==> src/rtl/serial_subtractor.sv <==
// Bit-serial, LSB-first unsigned subtractor.
// One full-subtractor cell and a borrow flip-flop process one bit per clock.
// An operation takes WIDTH SHIFT cycles followed by a single DONE cycle.
module serial_subtractor #(
   parameter int WIDTH = 8
) (
   input  logic             clock,
   input  logic             reset_b,
   input  logic             start,
   input  logic [WIDTH-1:0] a,
   input  logic [WIDTH-1:0] b,
   output logic             busy,
   output logic             done,
   output logic [WIDTH-1:0] diff,
   output logic             borrow_out,
   output logic             zero
);

   localparam int CW = $clog2(WIDTH + 1);

   typedef enum logic [1:0] {
      IDLE  = 2'b00,
      SHIFT = 2'b01,
      DONE  = 2'b10
   } state_t;

   state_t           state_r;
   state_t           state_s;
   logic [WIDTH-1:0] sa_r;
   logic [WIDTH-1:0] sb_r;
   logic [WIDTH-1:0] sr_r;
   logic             borrow_r;
   logic [CW-1:0]    count_r;
   logic [1:0]       cell_s;
   logic             last_shift_s;

   // Full-subtractor cell: returns {borrow_next, difference_bit}.
   function automatic logic [1:0] fs_cell(input logic x, input logic y, input logic bin);
      logic d;
      logic bout;
      d    = x ^ y ^ bin;
      bout = (~x & y) | (~(x ^ y) & bin);
      return {bout, d};
   endfunction

   assign cell_s       = fs_cell(sa_r[0], sb_r[0], borrow_r);
   assign last_shift_s = (count_r == CW'(WIDTH - 1));

   // Next-state logic: DONE always falls back to IDLE, start only matters in IDLE.
   always_comb begin
      state_s = state_r;
      case (state_r)
         IDLE: begin
            if (start) begin
               state_s = SHIFT;
            end else begin
               state_s = IDLE;
            end
         end
         SHIFT: begin
            if (last_shift_s) begin
               state_s = DONE;
            end else begin
               state_s = SHIFT;
            end
         end
         DONE:    state_s = IDLE;
         default: state_s = IDLE;
      endcase
   end

   // State register; reset aborts any operation in flight.
   always_ff @(posedge clock or negedge reset_b) begin
      if (!reset_b) begin
         state_r <= IDLE;
      end else begin
         state_r <= state_s;
      end
   end

   // Operand capture on acceptance and one serial step per SHIFT cycle; results hold otherwise.
   always_ff @(posedge clock or negedge reset_b) begin
      if (!reset_b) begin
         sa_r     <= {WIDTH{1'b0}};
         sb_r     <= {WIDTH{1'b0}};
         sr_r     <= {WIDTH{1'b0}};
         borrow_r <= 1'b0;
         count_r  <= {CW{1'b0}};
      end else begin
         case (state_r)
            IDLE: begin
               if (start) begin
                  sa_r     <= a;
                  sb_r     <= b;
                  borrow_r <= 1'b0;
                  count_r  <= {CW{1'b0}};
               end else begin
                  sa_r <= sa_r;
               end
            end
            SHIFT: begin
               sr_r     <= {cell_s[0], sr_r[WIDTH-1:1]};
               sa_r     <= {1'b0, sa_r[WIDTH-1:1]};
               sb_r     <= {1'b0, sb_r[WIDTH-1:1]};
               borrow_r <= cell_s[1];
               count_r  <= count_r + CW'(1);
            end
            default: begin
               sr_r <= sr_r;
            end
         endcase
      end
   end

   assign busy       = (state_r == SHIFT);
   assign done       = (state_r == DONE);
   assign diff       = sr_r;
   assign borrow_out = borrow_r;
   assign zero       = (sr_r == {WIDTH{1'b0}});

endmodule

==> config.mk <==
export PLATFORM = sky130hd
export DESIGN_NAME = serial_subtractor
export DESIGN_NICKNAME = d
export VERILOG_FILES = /design/src/rtl/serial_subtractor.sv
export SDC_FILE = /design/constraint.sdc
export NUM_CORES = 1
export LEC_CHECK = 0
export CAP_MARGIN = 40
export CORE_ASPECT_RATIO = 1.2
export CORE_MARGIN = 1
export CORE_UTILIZATION = 53
export CTS_CLUSTER_SIZE = 24
export DETAILED_ROUTE_END_ITERATION = 7
export PLACE_DENSITY = 0.83
export SYNTH_ARGS = -nofsm -noshare
export SYNTH_HDL_FRONTEND = slang
export SYNTH_SLANG_ARGS = --single-unit
==> constraint.sdc <==
create_clock -name clock -period 1.96 [get_ports clock]
set_input_delay 0.392 -clock clock [delete_from_list [all_inputs] [get_ports clock]]
set_output_delay 0.392 -clock clock [all_outputs]
set_load 0.02 [all_outputs]
==> run summary <==
Outcome -> completed
P&R area growth vs syn -> 31.1%
Post-Place Cells -> 217
CTS tree -> done
Global Route Usage Sum -> 23.0%
Clock transition at path regs -> 0.09 ns
Largest cells by area after synthesis -> dfrtp_1 (54%), nand2_1 (10%), and3b_1 (5.4%), o21ai_1 (5.2%), a21oi_1 (4.5%)
Cell Chain, Critical Path -> or4_1, nor2_1, buf_4
CTS Hold Bufs -> 0
IO Pins -> 31
Cell Int Power -> 1.69 mW
Antenna diodes -> 0
Yosys warns -> 0
Buffers on Ports -> 30
Mapped cell area -> 1450 um2
Worst Hold Slack -> 0.447 ns
Final Setup Violations -> 0
CTS Buffer Depth -> 2
Fin cells -> 225
CP max FO -> 2
Max-cap violations -> 0
Die ar. -> 2950 um2
Share of flip-flops with an asynchronous set or reset -> 100%
Multi-input logic area -> 597 um2
Post-DP Area -> 1830 um2
RSZ-0062 raised after global routing -> no
Final HPWL DP -> 2.04 mm
Psw -> 0.965 mW
Number of global-route vias before repair -> 1181
Antenna viol nets, final -> 0
PD cells -> 1400 nW/um2
Initial antenna violation count -> 0
RR Startpoint -> state_r[0]
Count leader, synth -> nand2_1
Data arrival, critical path -> 1.49 ns
Fin nets -> 212
Clock network fraction of total power -> 15.5%
Syn nets -> 170
Critical path's slowest cell -> or4_1
Drt drc -> 0
DRT iter0 DRCs -> 26
Post-synth EDFFs -> 0
DRT Wirelength -> 2.82 mm
First-pass GRT wire length -> 4.91 mm
Largest net degree at the start of global routing -> 32
Synth top area share -> 53.6%
Die X -> 49.7 um
Num CTS Buffers -> 5
Core area -> 2550 um2
CTS root buf -> clkbuf_4
Reg2reg setup slack -> 0.66 ns
Fin crit period -> 1.88 ns
Floorplan row count -> 20
LEAKAGE -> 0.916 nW
Layout cells sized above 1 -> 12.5%
F_max -> 0.532 GHz
Worst-Margin Slew -> 0.389 ns
DR WL/cell -> 12.5 um
Worst-Skew Late Latency -> 0.33 ns
Die Y -> 59.3 um
Via-to-Cell Ratio -> 5.32
Post-synth top cells -> nand2_1 (39), dfrtp_1 (31), o21ai_1 (15)
Final Max Tran Viols -> 0
Power share of the combinational group -> 44.3%
Hold Path Class -> in -> async
GR Overflow Total -> 0
DRT Pass-1 Iters -> 4
CP peak stage delay -> 0.52 ns
# Post-CTS Setup Buffers -> 0
IR drop worst, VDD -> 0.929 mV
Worst Setup Start Kind -> flop
Tot Pwr -> 2.66 mW
Clock sinks -> 31
Layout Cell Area excl Fill -> 1900 um2
Setup Skew -> 0.00831 ns
Flops & latches, synth -> 31
Leading area contributor after synthesis -> dfrtp_1
Sequential fraction of the synthesis area -> 53.6%
Worst r2r dst -> sb_r[6]
Mapped Cells -> 149
Max-slew headroom -> 74.1%
Hold Violations, Final -> 0
Sum Neg Setup Slack -> 0 ns
Dominant synthesized flop cell -> dfrtp_1
Sequential power share -> 40.2%
Critical path required time -> 1.57 ns
RePlAce Congestion -> 0.680
H-Tree Depth -> 2
Path depth of the worst reg2reg path -> 5
Mean post-synth cell area -> 9.72 um2
Netlist cell types -> 27
Period utilisation layout -> 95.9%
Vias -> 1197
Initial core utilization -> 56.7%
Switching Share -> 36.3%
FILL cells -> 206
Element type at the critical path end -> primary output
Sequential Area -> 776 um2
Kind of critical path -> reg -> out
## metrics by stage
step / setup slack, ns / utilization (%)
2_1_floorplan: 0.275 / -
3_3_place_gp: -0.00616 / 71.7
3_5_place_dp: -0.0193 / 71.7
4_1_cts: 0.0584 / 74.2
5_1_grt: 0.0107 / 74.4
6_report: 0.0795 / 74.4
## cell families (layout without fill, tap and decap cells)
logic type / Yosys count / after routing / synth area share, %
compound gates: 41 / 41 / 17.2
simple gates: 62 / 62 / 21.0
mux: 1 / 1 / 0.778
fa+ha+maj: 2 / 2 / 2.25
buf+inv: 12 / 55 / 5.18
flops: 31 / 31 / 53.6
## cell usage in the layout (no fill, tap or decap), drive strengths merged, types with 2 or more instances in the layout
cell type,n
a22o,3
and3b,9
a22oi,5
o21ai,16
a21oi,13
clkdlybuf4s50,27
or4,2
buf,15
nor2,4
inv,3
nand2,39
nor2b,4
clkbuf,8
dfrtp,31
## cell type report
type                            count  area share [%]
Clock buffer                        8            3.63
Sequential cell                    31            40.9
Multi-Input combinational cell    106            31.4
Inverter                            3           0.593
Tap cell                           33            2.18
Timing Repair Buffer               44            21.3
## routing by layer
| metal | track usage [%] | vias to the layer above | wire length, um |
|---|---|---|---|
| li1 | - | 593 | - |
| met1 | 24.4 | 566 | 1140 |
| met2 | 42.3 | 34 | 1500 |
| met3 | 6.15 | 4 | 123 |
| met4 | 11.0 | 0 | 62 |
| met5 | 0 | - | 0 |
## power by group through the flow
stage	Combinational [mW]	Clock [mW]	Sequential (mW)
finish	1.18	0.412	1.07
global route	1.31	0.445	1.11
CTS	1.19	0.429	1.07
detailed placement	1.20	0	1.08
global placement	1.15	0	1.05
floorplan	0.617	0	1.17
## timing repair
item / 4_1_cts / 5_1_grt
gates resized for setup: 5 / 2
setup endpoints to repair: 2 / 2
pin swaps: 0 / 0
## sequential cells by signal, summed over array words and instances (netlist names)
register,flops
borrow_out,1
diff,8
count_r,4
sa_r,8
state_r,2
sb_r,8
## worst max-delay path by stage
stage	end	cells past startpoint	from	slack (ns)
floorplan	zero	2	diff[5]	0.27
global placement	zero	3	diff[5]	-0.006
detailed placement	zero	3	diff[5]	-0.02
CTS	zero	3	diff[5]	0.06
global route	zero	3	diff[5]	0.01
finish	zero	3	diff[1]	0.08
## critical path, delay by kind of cell, from the launching register on
kind,cells,cell delay (ns)
flip-flops,1,0.39
AND/OR/NAND/NOR,2,0.63
buffers and inverters,1,0.15
No activity file was read; power rests on OpenSTA's default activity.
